--- src/rtl/pipe_stage_reg.sv ---
// Pipeline stage register with a valid/ready handshake and a 2-entry skid buffer.
// It supports synchronous flush and bubble insertion, and its in_ready output is registered.
module pipe_stage_reg #(
  parameter int               WIDTH        = 64,
  parameter logic [WIDTH-1:0] BUBBLE_VALUE = '0
) (
  input  logic             clk,
  input  logic             resetN,
  input  logic             flush,
  input  logic             in_valid,
  output logic             in_ready,
  input  logic [WIDTH-1:0] in_data,
  output logic             out_valid,
  input  logic             out_ready,
  output logic [WIDTH-1:0] out_data,
  output logic [1:0]       occupancy
);

  // The state encoding is chosen so that it equals the number of held entries.
  localparam logic [1:0] ST_EMPTY = 2'd0;
  localparam logic [1:0] ST_FULL  = 2'd1;
  localparam logic [1:0] ST_SKID  = 2'd2;

  logic [1:0]       state_p1, state_nxt;
  logic [WIDTH-1:0] main_p1, main_nxt;
  logic [WIDTH-1:0] skid_p1, skid_nxt;
  logic             rdy_p1;
  logic             in_xfer, out_xfer;

  assign in_xfer  = in_valid & rdy_p1;
  assign out_xfer = out_valid & out_ready;

  always_comb begin
    state_nxt = state_p1;
    main_nxt  = main_p1;
    skid_nxt  = skid_p1;
    if (flush) begin
      state_nxt = ST_EMPTY;
      main_nxt  = BUBBLE_VALUE;
      skid_nxt  = BUBBLE_VALUE;
    end else begin
      case (state_p1)
        ST_EMPTY: begin
          if (in_xfer) begin
            state_nxt = ST_FULL;
            main_nxt  = in_data;
          end
        end
        ST_FULL: begin
          if (in_xfer && out_xfer) begin
            main_nxt = in_data;
          end else if (in_xfer) begin
            state_nxt = ST_SKID;
            skid_nxt  = in_data;
          end else if (out_xfer) begin
            state_nxt = ST_EMPTY;
            main_nxt  = BUBBLE_VALUE;
          end
        end
        ST_SKID: begin
          if (out_xfer) begin
            state_nxt = ST_FULL;
            main_nxt  = skid_p1;
            skid_nxt  = BUBBLE_VALUE;
          end
        end
        default: begin
          state_nxt = ST_EMPTY;
          main_nxt  = BUBBLE_VALUE;
          skid_nxt  = BUBBLE_VALUE;
        end
      endcase
    end
  end

  // Stage boundary: both held entries and the registered ready flag.
  always_ff @(posedge clk or negedge resetN) begin
    if (!resetN) begin
      state_p1 <= ST_EMPTY;
      main_p1  <= BUBBLE_VALUE;
      skid_p1  <= BUBBLE_VALUE;
      rdy_p1   <= 1'b1;
    end else begin
      state_p1 <= state_nxt;
      main_p1  <= main_nxt;
      skid_p1  <= skid_nxt;
      rdy_p1   <= (state_nxt != ST_SKID);
    end
  end

  // The main register is kept at BUBBLE_VALUE whenever the stage is empty.
  assign out_valid = (state_p1 != ST_EMPTY);
  assign out_data  = main_p1;
  assign in_ready  = rdy_p1;
  assign occupancy = state_p1;

endmodule

--- config.mk ---
export PLATFORM = sky130hd
export DESIGN_NAME = pipe_stage_reg
export DESIGN_NICKNAME = d
export VERILOG_FILES = /design/src/rtl/pipe_stage_reg.sv
export SDC_FILE = /design/constraint.sdc
export NUM_CORES = 1
export LEC_CHECK = 0
export CAP_MARGIN = 20
export CORE_ASPECT_RATIO = 0.6
export CORE_MARGIN = 2
export CORE_UTILIZATION = 25
export CTS_BUF_LIST = sky130_fd_sc_hd__clkbuf_8
export DETAILED_ROUTE_END_ITERATION = 7
export MAX_ROUTING_LAYER = met4
export PLACE_DENSITY = 0.43
export SETUP_SLACK_MARGIN = 0.1
export SYNTH_ARGS = -nofsm -noshare
export SYNTH_HDL_FRONTEND = slang
export SYNTH_SLANG_ARGS = --single-unit
--- constraint.sdc ---
create_clock -name clk -period 4.9 [get_ports clk]
set_clock_uncertainty 0.05 [all_clocks]
set_input_delay 0.49 -clock clk [delete_from_list [all_inputs] [get_ports clk]]
set_output_delay 0.49 -clock clk [all_outputs]
set_load 0.03 [all_outputs]
==> impl_metrics.env, run 1 <==
export IMPL_status="completed"
export IMPL_vias=5218
export IMPL_layout_common_cells="clkdlybuf4s50_1, dfrtp_1, nand2_1, o21ai_0, nand3_1"
export IMPL_clock_path_buffers=2
export IMPL_cts_resized=0
export IMPL_worstPathMaxFanout=22
export IMPL_rows=45
export IMPL_final_common_cell="clkdlybuf4s50_1"
export IMPL_max_stage_delay_ns=0.97
export IMPL_end_kind="flip-flop"
export IMPL_gr_usage_all_layers_pct=16.3
export IMPL_cts_setup_buffers=0
export IMPL_drv_slew=0
export IMPL_cap_viol_max_count=0
export IMPL_arrival_ns=3.14
export IMPL_drive_above_1_share_pct=10.4
export IMPL_crit_start="out_ready"
export IMPL_routed_wl_mm=20.5
export IMPL_finalCritPeriodShare_pct=57.4
export IMPL_dp_slack_ns=1.63
export IMPL_slew_headroom_pct=25.2
export IMPL_avgRoutedWirePerCell_um=19.1
export IMPL_yosys_area_share_simple_pct=11.7
export IMPL_postSynthAreaPerCell_sq_um=10.2
export IMPL_async_flop_share_pct=100
export IMPL_syn_area_sq_um=6420
export IMPL_design_core_area_sq_um=25300
export IMPL_die_h_um=128
export IMPL_first_global_vias=5314
export IMPL_synth_seq_cells=131
export IMPL_setup_viol=0
export IMPL_hpwl_mm=12.8
export IMPL_drt_iter0_drc=227
export IMPL_synth_ff_type="dfrtp_1"
export IMPL_grt_start_max_net_pins=110
export IMPL_synth_compound_area_share_pct=21.6
export IMPL_synth_seq_area_share_pct=51.1
export IMPL_cts_root_buf="clkbuf_8"
export IMPL_htreeDepth=4
export IMPL_power_density_nw_per_um2=311
export IMPL_synth_edf_count=0
export IMPL_grt_ovfl_total=0
export IMPL_cts_tree="built"
export IMPL_crit_family="simple AND/OR/NAND/NOR gates"
export IMPL_ctsHoldBuffers=0
export IMPL_synthMuxAreaShare_pct=10.4
export IMPL_fin_nets=798
export IMPL_yosysWarnings=0
export IMPL_dr_pass1_iters=4
export IMPL_viasPerCell=4.85
export IMPL_hold_slack_ns=0.0875
export IMPL_fin_ws_ns=2.09
export IMPL_die_w_um=211
export IMPL_initial_core_util_pct=25.4
export IMPL_gp_congestion=0.742
export IMPL_setup_tns_ns=0
export IMPL_path_buf_inv=2
export IMPL_crit_chain="clkdlybuf4s50_1 > nand3_1 > nor3b_4 > buf_4 > o2bb2ai_1 > a22o_1"
export IMPL_rsz0062_at_grt="no"
export IMPL_worstSetupPathType="in -> reg"
export IMPL_cts_sinks=131
export IMPL_worstPathRequired_ns=5.22
export IMPL_grt_antenna_before_repair=7
export IMPL_synth_top_family_by_area="compound AO/OA/AOI/OAI gates"
export IMPL_detail_route_antenna_nets=0
export IMPL_clock_fmax_mhz=356
export IMPL_synth_xor_area_share_pct=0.136
export IMPL_drc=0
export IMPL_io_buffer_count=136
export IMPL_path_clk_slew_ns=0.07
export IMPL_cpMaxStageDelayCell="nor3b_4"
export IMPL_dieArea_sq_um=27000
export IMPL_synthAdderAreaFrac_pct=0
export IMPL_area_growth_synth_to_final_pct=31.1
export IMPL_startpoint_type="primary input"
export IMPL_reg2reg_from="in_ready"
export IMPL_synthCells=627
export IMPL_synth_nets=696
export IMPL_io_pins=137
export IMPL_cts_buffers_inserted=17
export IMPL_fin_crit_ns=2.81
export IMPL_hold_path_class="in -> async"
export IMPL_tightest_slew_ns=1.12
export IMPL_total_leakage_power_nw=3.25
export IMPL_grt_first_pass_wirelength_mm=32.3
export IMPL_hold_viol_final=0
export IMPL_clk_latency_ns=0.44
export IMPL_ys_types=37
export IMPL_ir_drop_mv=0.129
-- sequential cells by signal (all words and copies together) (netlist names) --
name       flops
occupancy      2
out_data      64
skid_p1       64
in_ready       1
-- cell families (layout without fill, tap and decap cells) --
group | after synthesis | count (layout)
compound gates | 199 | 199
simple gates | 166 | 166
flops | 131 | 131
buf+inv | 66 | 178
mux | 64 | 64
xor+xnor | 1 | 1
other cells | 0 | 7
-- final timing paths --
kind,slack (ns),depth (start not counted),end
setup / recovery,2.09,6,out_data[37]
hold / removal,0.09,1,out_data[21]
setup reg to reg,2.26,5,out_data[37]
hold reg to reg,0.43,2,out_data[30]
max in group asynchronous,3.58,2,out_data[38]
min in group clk,0.43,2,out_data[30]
-- worst reg2reg max path: cells and delay by family, from the launching register on --
family,cells,cell delay [ns]
flip-flops,1,0.59
AND/OR/NAND/NOR,2,1.18
AO/OA/AOI/OAI,2,0.30
buffers and inverters,1,0.46
-- layout make-up --
type / instances / area [sq um]
antenna: 7 / 17.5
tap: 329 / 412
timing repair buffer: 147 / 1470
inverter: 2 / 7.51
sequential: 131 / 3280
multi-input combinational: 430 / 2870
fill: 2514 / 16900
clock inverter: 5 / 25.0
clock buffer: 24 / 330
-- cell usage after synthesis (all sizes together) (2+ instances only) --
master / n / area, sq um
a21oi: 2 / 13.8
a22o: 41 / 359
a22oi: 16 / 120
a32oi: 7 / 61.3
buf: 40 / 223
clkbuf: 24 / 90.1
dfrtp: 130 / 3250
inv: 2 / 7.51
mux2: 23 / 259
mux2i: 41 / 410
nand2: 88 / 330
nand3: 65 / 325
nor2: 2 / 7.51
nor3b: 2 / 20.0
o21ai: 88 / 440
o2bb2ai: 41 / 359
-- metrics by stage --
step	power (mW)	cell area, sq um	utilization [%]	cells
after detailed placement	1.78	8000	31.6	1037
after floorplan	1.50	6420	-	627
after global routing	2.75	8410	33.3	1075
final	2.61	8410	33.3	1075
after CTS	2.65	8360	33.1	1066
after global placement	1.77	8000	31.6	1037
-- where the power goes --
part | internal, mW | total (mW) | switching [mW]
clock | 0.432 | 0.856 | 0.424
combinational | 0.230 | 0.564 | 0.334
sequential | 1.14 | 1.19 | 0.0500
total | 1.81 | 2.61 | 0.807
-- per-layer routing --
layer | up-vias | track usage [%] | routed length [um]
li1 | 2519 | - | -
met5 | - | - | 0
met4 | 0 | 3.77 | 179
met3 | 14 | 6.49 | 1610
met1 | 2555 | 23.3 | 10800
met2 | 130 | 20.9 | 7900
No activity file was read; power rests on OpenSTA's default activity.
==> inputs of run 2 (changes only) <==
--- a/config.mk
+++ b/config.mk
@@ -12,7 +12,7 @@
 export CTS_BUF_LIST = sky130_fd_sc_hd__clkbuf_8
 export DETAILED_ROUTE_END_ITERATION = 7
 export MAX_ROUTING_LAYER = met4
-export PLACE_DENSITY = 0.43
+export PLACE_DENSITY = 0.45
 export SETUP_SLACK_MARGIN = 0.1
 export SYNTH_ARGS = -nofsm -noshare
 export SYNTH_HDL_FRONTEND = slang
==> constraint.sdc (replaced) <==
create_clock -name clk -period 2.5 [get_ports clk]
set_clock_uncertainty 0.05 [all_clocks]
set_input_delay 0.25 -clock clk [delete_from_list [all_inputs] [get_ports clk]]
set_output_delay 0.25 -clock clk [all_outputs]
set_load 0.03 [all_outputs]
==> run 2 against run 1 <==
Net effect: critical path depth shrank 4; cell count up 0.47%; core utilization increased by 0.48 points; design area rose by 1.4%; count of clock-buffer cells in the layout down 4; clock power rose by 100%; sequential share of layout area shrank 0.55 points; largest cell class unchanged; largest power group unchanged.
==> impl_metrics.env, run 2 (same netlist as run 1, synthesis figures left out) <==
export IMPL_status="completed"
export IMPL_first_global_vias=5432
export IMPL_path_clk_slew_ns=0.08
export IMPL_worstPathMaxFanout=17
export IMPL_clock_fmax_mhz=449
export IMPL_arrival_ns=1.92
export IMPL_die_w_um=211
export IMPL_htreeDepth=4
export IMPL_io_pins=137
export IMPL_p_total_mw=5.22
export IMPL_cp_depth=2
export IMPL_cpMaxStageDelayCell="clkdlybuf4s50_1"
export IMPL_grt_ovfl_total=0
export IMPL_fin_nets=807
export IMPL_regToRegSetupSlack_ns=0.35
export IMPL_drt_iter0_drc=356
export IMPL_gr_usage_all_layers_pct=15.8
export IMPL_final_common_cell="clkdlybuf4s50_1"
export IMPL_cts_setup_buffers=0
export IMPL_top_layer_used="met4"
export IMPL_rows=45
export IMPL_gp_congestion=0.757
export IMPL_r2r_end="out_data[52]"
export IMPL_placed_cell_area_sq_um=8150
export IMPL_reg2regPathDepth=3
export IMPL_power_density_nw_per_um2=611
export IMPL_area_growth_synth_to_final_pct=32.9
export IMPL_reg2reg_from="occupancy[1]"
export IMPL_fin_crit_ns=2.22
export IMPL_crit_chain="buf_4 > clkdlybuf4s50_1"
export IMPL_hpwl_mm=12.8
export IMPL_max_stage_delay_ns=0.73
export IMPL_io_buffer_count=136
export IMPL_worstPathRequired_ns=2.20
export IMPL_num_fill_cells=2514
export IMPL_clk_latency_ns=0.45
export IMPL_end_kind="output port"
export IMPL_cts_tree="built"
export IMPL_ir_drop_mv=0.277
export IMPL_detail_route_antenna_nets=0
export IMPL_instances_no_fill=1080
export IMPL_wl_met1_mm=10.3
export IMPL_tightest_slew_ns=0.965
export IMPL_slew_headroom_pct=35.7
export IMPL_finalInstanceArea_sq_um=8530
export IMPL_total_leakage_power_nw=3.33
export IMPL_vias=5397
export IMPL_routed_wl_mm=20.1
export IMPL_hold_path_class="in -> async"
export IMPL_dr_wl_met3_mm=1.43
export IMPL_layout_common_cells="clkdlybuf4s50_1, dfrtp_1, nand2_1, o21ai_0, nand3_1"
export IMPL_grt_antenna_before_repair=3
export IMPL_design_core_area_sq_um=25300
export IMPL_clock_path_buffers=2
export IMPL_drv_slew=0
export IMPL_avgRoutedWirePerCell_um=18.6
export IMPL_drc=0
export IMPL_crit_family="buffers and inverters"
export IMPL_grt_first_pass_wirelength_mm=31.4
export IMPL_wl_met2_mm=8.21
export IMPL_die_h_um=128
export IMPL_drive_above_1_share_pct=11.0
export IMPL_setup_tns_ns=0
export IMPL_cts_buffers_inserted=17
export IMPL_setup_viol=0
export IMPL_hold_viol_final=0
export IMPL_startpoint_type="flip-flop"
export IMPL_cts_root_buf="clkbuf_8"
export IMPL_cts_sinks=131
export IMPL_finalCritPeriodShare_pct=89.0
export IMPL_viasPerCell=5.00
export IMPL_initial_core_util_pct=25.4
export IMPL_dr_pass1_iters=5
export IMPL_grt_start_max_net_pins=88
export IMPL_worstSetupPathType="reg -> out"
export IMPL_dieArea_sq_um=27000
export IMPL_dp_cells=1047
export IMPL_path_buf_inv=2
export IMPL_cap_viol_max_count=0
export IMPL_rsz0062_at_grt="no"
==> run 2: cell types whose count changed in the layout (fill, tap and decap cells not counted), moves of 2 or more <==
cell,previous run,this run
bufinv_16,0,2
inv_1,1,4
buf_12,2,6
clkbuf_8,24,20
diode_2,7,3
buf_4,9,13
==> run 2: what timing repair did <==
action                     CTS  global route
setup endpoints to repair    1             0
hold buffers                 1             0
resized for setup            1             0
hold endpoints to repair   130             0
==> run 2: worst max path at each step <==
stage                      start      endpoint  slack [ns]
finish              occupancy[0]  occupancy[0]        0.28
global route        occupancy[1]  out_data[25]        0.13
CTS                 occupancy[0]  occupancy[0]        0.22
detailed placement     out_ready  out_data[52]        0.05
global placement       out_ready  out_data[32]        0.13
floorplan           occupancy[1]  out_data[37]        0.66
==> run 2: layout make-up <==
type                    count  area (sq um)  share of cell area (%)
diodes                      3          7.51                  0.0880
clock buffers              20           275                    3.23
clock inverters             9          91.3                    1.07
inverters                   2          7.51                  0.0880
multi-input cells         430          2870                    33.6
flip-flops and latches    131          3280                    38.5
well taps                 329           412                    4.82
repair buffers            156          1590                    18.6
==> run 2: layer usage <==
| metal | global-route usage [%] | vias up |
|---|---|---|
| li1 | - | 2531 |
| met4 | 4.72 | 0 |
| met3 | 4.75 | 14 |
| met2 | 21.5 | 153 |
| met1 | 22.4 | 2699 |
| met5 | - | - |
==> run 2: through the flow <==
| stage | utilization [%] | hold WS, ns | worst slack [ns] |
|---|---|---|---|
| after floorplan | - | -0.0956 | 0.665 |
| after global placement | 32.2 | 0.0338 | 0.134 |
| after detailed placement | 32.2 | 0.0341 | 0.0543 |
| after CTS | 33.7 | 0.0917 | 0.221 |
| after global routing | 33.8 | 0.103 | 0.129 |
| final | 33.8 | 0.131 | 0.275 |
==> run 2: report_power, final <==
group	internal (mW)	switching (mW)
clock	0.931	0.820
sequential	2.24	0.0881
combinational	0.467	0.669
==> run 2: worst reg2reg max path, delay by kind of cell, from the launching register on <==
kind,cells,cell delay [ns]
AO/OA/AOI/OAI,3,1.30
flip-flops,1,0.63
==> inputs of run 3 (changes only) <==
--- a/config.mk
+++ b/config.mk
@@ -5,9 +5,7 @@
 export SDC_FILE = /design/constraint.sdc
 export NUM_CORES = 1
 export LEC_CHECK = 0
-export CAP_MARGIN = 20
 export CORE_ASPECT_RATIO = 0.6
-export CORE_MARGIN = 2
 export CORE_UTILIZATION = 25
 export CTS_BUF_LIST = sky130_fd_sc_hd__clkbuf_8
 export DETAILED_ROUTE_END_ITERATION = 7
==> run 3 against run 2 <==
Net effect: register-to-register slack better by 0.05 ns; setup slack worse by 0.0040 ns; clock power is 16% higher; worst hold slack better by 0.18 ns; wire length is 0.50% higher; sequential cell count stayed put; sequential power hardly changed; highest routed layer unchanged; total power is 5.4% higher; global-route usage is 0.55 points higher; largest power group unchanged; design area is 1.3% higher; core utilization is 1.3 points higher.
==> impl_metrics.env, run 3 (same netlist as run 1, synthesis figures left out) <==
export IMPL_finalInstanceArea_sq_um=8640
export IMPL_drive_above_1_share_pct=11.8
export IMPL_fin_crit_ns=2.23
export IMPL_gp_congestion=0.756
export IMPL_io_pins=137
export IMPL_clock_path_buffers=2
export IMPL_die_w_um=209
export IMPL_hold_viol_final=0
export IMPL_crit_chain="clkdlybuf4s50_1"
export IMPL_placed_cell_area_sq_um=8170
export IMPL_hpwl_mm=13.4
export IMPL_hold_path_class="in -> async"
export IMPL_cpMaxStageDelayCell="clkdlybuf4s50_1"
export IMPL_viasPerCell=4.97
export IMPL_grt_start_max_net_pins=81
export IMPL_hold_slack_ns=0.315
export IMPL_clk_latency_ns=0.45
export IMPL_detail_route_antenna_nets=0
export IMPL_worstSetupPathType="reg -> out"
export IMPL_dp_slack_ns=0.231
export IMPL_final_common_cell="clkdlybuf4s50_1"
export IMPL_gr_usage_all_layers_pct=16.4
export IMPL_status="completed"
export IMPL_worstPathMaxFanout=27
export IMPL_grt_antenna_before_repair=7
export IMPL_ir_drop_mv=0.313
export IMPL_io_buffer_count=136
export IMPL_grt_ovfl_total=0
export IMPL_drv_slew=0
export IMPL_vias=5369
export IMPL_max_stage_delay_ns=0.78
export IMPL_reg2regPathDepth=5
export IMPL_arrival_ns=1.93
export IMPL_setup_viol=0
export IMPL_cts_root_buf="clkbuf_8"
export IMPL_clock_fmax_mhz=449
export IMPL_dieArea_sq_um=26300
export IMPL_cp_depth=1
export IMPL_crit_family="buffers and inverters"
export IMPL_rsz0062_at_grt="no"
export IMPL_cts_tree="built"
export IMPL_path_clk_slew_ns=0.07
export IMPL_design_core_area_sq_um=24700
export IMPL_setup_tns_ns=0
export IMPL_routed_wl_mm=20.2
export IMPL_avgRoutedWirePerCell_um=18.7
export IMPL_drc=0
export IMPL_dr_pass1_iters=4
export IMPL_rows=44
export IMPL_power_density_nw_per_um2=636
export IMPL_grt_first_pass_wirelength_mm=31.9
export IMPL_finalCritPeriodShare_pct=89.2
export IMPL_htreeDepth=4
export IMPL_initial_core_util_pct=26.0
export IMPL_path_buf_inv=1
export IMPL_drt_iter0_drc=307
export IMPL_cts_sinks=131
export IMPL_tightest_slew_ns=0.727
export IMPL_fin_ws_ns=0.271
export IMPL_fin_nets=808
export IMPL_cap_viol_max_count=0
export IMPL_first_global_vias=5351
export IMPL_worstPathRequired_ns=2.20
export IMPL_startpoint_type="flip-flop"
export IMPL_die_h_um=126
export IMPL_area_growth_synth_to_final_pct=34.7
export IMPL_total_leakage_power_nw=3.35
export IMPL_cts_buffers_inserted=17
export IMPL_end_kind="output port"
export IMPL_slew_headroom_pct=51.5
export IMPL_layout_common_cells="clkdlybuf4s50_1, dfrtp_1, nand2_1, o21ai_0, nand3_1"
export IMPL_p_total_mw=5.50
[run 3: changes by cell type in the layout (fill, tap and decap cells not counted), moves of 2 or more]
cell / previous run / this run
buf_12: 6 / 8
diode_2: 3 / 7
inv_1: 4 / 1
bufinv_16: 2 / 4
clkinvlp_4: 0 / 5
[run 3: worst paths after layout]
check / start / to / slack [ns]
worst min-delay path: resetN / out_data[22] / 0.32
worst max register to register: occupancy[0] / out_data[22] / 0.40
worst max-delay path: occupancy[1] / occupancy[1] / 0.27
worst min register to register: out_data[25] / out_data[25] / 0.44
max in group asynchronous: resetN / skid_p1[38] / 1.27
min in group clk: in_data[0] / skid_p1[0] / 0.36
[run 3: cell type report]
type                    instances  area, sq um
fillers                      2448        16000
flip-flops and latches        131         3280
multi-input cells             430         2870
repair buffers                157         1620
well taps                     322          403
clock buffers                  19          262
clock inverters                13          181
diodes                          7         17.5
inverters                       2         7.51
[run 3: power by group]
| part | total [mW] | switching, mW | internal [mW] |
|---|---|---|---|
| sequential | 2.33 | 0.0905 | 2.24 |
| combinational | 1.14 | 0.668 | 0.475 |
| clock | 2.03 | 0.890 | 1.14 |
| total | 5.50 | 1.65 | 3.85 |
[run 3: layer usage]
metal / global-route usage (%) / wire (um) / vias to the layer above
met5: - / 0 / -
met4: 4.20 / 213 / 0
met3: 6.01 / 1410 / 14
met2: 21.0 / 7960 / 146
met1: 23.5 / 10600 / 2674
li1: - / - / 2535
[run 3: metrics by stage]
stage,util (%),std cells
floorplan,-,627
global placement,33.1,1041
detailed placement,33.1,1041
CTS,35.0,1074
global route,35.0,1081
finish,35.0,1081
[run 3: what timing repair did]
action	4_1_cts	5_1_grt
hold buffers	1	0
resized for setup	1	0
hold endpoints to repair	61	0
setup buffers	0	0
endpoints found under the setup margin	1	0
==> variant (settings of run 2) <==
`WIDTH`: 64 -> 96.
--- a/src/rtl/pipe_stage_reg.sv
+++ b/src/rtl/pipe_stage_reg.sv
@@ -1,7 +1,7 @@
 // Pipeline stage register with a valid/ready handshake and a 2-entry skid buffer.
 // It supports synchronous flush and bubble insertion, and its in_ready output is registered.
 module pipe_stage_reg #(
-  parameter int               WIDTH        = 64,
+  parameter int               WIDTH        = 96,
   parameter logic [WIDTH-1:0] BUBBLE_VALUE = '0
 ) (
   input  logic             clk,
Interface: changed (resized in_data and out_data); port bits go from 137 to 201. The function was not compared with the original's and may differ.
==> variant against run 2 <==
Sequential cell count rose by 64. Largest power group unchanged. Highest routed layer unchanged. First-iteration DRC count rose by 8.1%. Core utilization fell by 0.48 points. Critical path depth did not move. Wire length rose by 54%. Synthesized area rose by 53%. Total power rose by 42%. Final area rose by 52%. Setup slack improved by 48 ps. Sequential power rose by 48%. Combinational power rose by 55%.
==> variant: results (changes against run 2) <==
* Result of the run: completed
* Number of design-rule violations left by the first detailed-router iteration at 385 (+8.1%)
* Final hold slack at 179 ps (+48.7 ps)
* Top cells by instance count after synthesis: 194 x sky130_fd_sc_hd__dfrtp_1, 97 x sky130_fd_sc_hd__nor3b_1, 96 x sky130_fd_sc_hd__a31o_2, 63 x sky130_fd_sc_hd__mux2i_1, 63 x sky130_fd_sc_hd__o2bb2ai_1
* Worst R2R End: out_data[65]
* Clock-pin slew reported for the worst setup and hold paths after clock tree synthesis at 110 ps (+30 ps)
* Clk Latency, worst-skew pair at 500 ps (+50 ps)
* Final wirelength at 31000 um (+54%)
* Kind of cell adding the most delay to the critical path: flip-flops
* Cell depth of the worst flop-to-flop path at 5 (+2)
* Largest cells by area after synthesis: sky130_fd_sc_hd__dfrtp_1 49%, sky130_fd_sc_hd__a31o_2 8.6%, sky130_fd_sc_hd__nor3b_1 7.4%, sky130_fd_sc_hd__mux2i_1 6.4%, sky130_fd_sc_hd__a22o_2 5.7%
* Clock group total power at 0.00215 W (+23%)
* Power per unit of standard cell area at 571 nW/um^2 (-6.6%)
* Filler cell count in the final layout at 3909 (+55%)
* Syn_nets at 930 (+34%)
* Global placer's final weighted congestion at 0.685 (-9.5%)
* Pre-CTS setup slack at 268 ps (+214 ps)
* Post-synth cell types at 38 (+2.7%)
* Number of antenna violations at the first check in global routing at 4 (+1)
* Pin count of the biggest net entering global routing at 67 (-24%)
* Slowest stage delay, CP at 630 ps (-100 ps)
* GRT Util Overall at 0.159 (+0.000409)
* Total cell area at the placement stage at 12500 um^2 (+53%)
* Comb pwr share at 0.240 (+0.022)
* DP Wirelength at 19000 um (+48%)
* Sequential fraction of the synthesis area at 0.496 (-0.0144)
* Largest fanout on the critical path at 18 (+1)
* Total Nets Final at 1087 (+35%)
* Via total after detailed routing at 7366 (+36%)
* Reg-to-reg critical path startpoint: occupancy[0]
* Wire length of the first global-routing pass at 47600 um (+51%)
* Average cell area after synthesis at 11.9 um^2 (+16%)
* Worst slew margin relative to its limit at 0.603 (+0.247)
* Via count of the first global-routing pass at 7469 (+38%)
* Crit path max-delay cell type: sky130_fd_sc_hd__dfrtp_4
* Data arrival time of the critical path at 1880 ps (-40 ps)
* Share of layout cells above drive strength 1 at 0.267 (+0.158)
-- variant: changes by cell type after synthesis, sizes merged, moves of 5 or more --
cell     before  now
o2bb2ai      41   63
a22oi        16   25
nor3b         2   98
clkbuf       24   51
o21ai        88   34
mux2i        41   63
a31o          0   96
nand3        65    1
mux2         23   33
buf          40   45
dfrtp       130  194
a22o         41   63
nand2        88   34
-- variant: how the worst max path moves through the flow --
stage | end | cells past startpoint | startpoint | slack [ps]
6_report | out_valid | 2 | occupancy[1] | 320
3_3_place_gp | out_data[76] | 6 | out_ready | 290
5_1_grt | out_valid | 2 | occupancy[1] | 200
4_1_cts | occupancy[0] | 2 | occupancy[0] | 40
3_5_place_dp | out_data[76] | 6 | out_ready | 270
2_1_floorplan | out_data[26] | 8 | occupancy[0] | 610
-- variant: layout make-up --
type	instances	area (um^2)	area share
sequential	195	4890	0.378
multi-input combinational	536	4510	0.349
timing repair buffer	234	2480	0.192
tap	522	653	0.0505
clock buffer	18	248	0.0191
clock inverter	14	143	0.0110
antenna	4	10.0	0.000774
inverter	2	7.51	0.000580
-- variant: logic make-up (layout without fill, tap and decap cells) --
kind of cell | count (synthesis) | after routing | synth area share
multiplexers | 96 | 96 | 0.102
buffers and inverters | 98 | 268 | 0.0490
other | 0 | 4 | 0
AND/OR/NAND/NOR | 144 | 144 | 0.0974
flip-flops | 195 | 195 | 0.497
XOR/XNOR | 1 | 1 | 0.000891
AO/OA/AOI/OAI | 295 | 295 | 0.254
-- variant: routing by layer --
layer,GRT usage,part of all wire,wire length (um),vias to the layer above
met2,0.234,0.44,13800,121
met3,0.0395,0.047,1470,11
met5,-,0,0,-
met1,0.222,0.50,15600,3712
li1,-,-,-,3522
met4,0.0263,0.0053,165,0
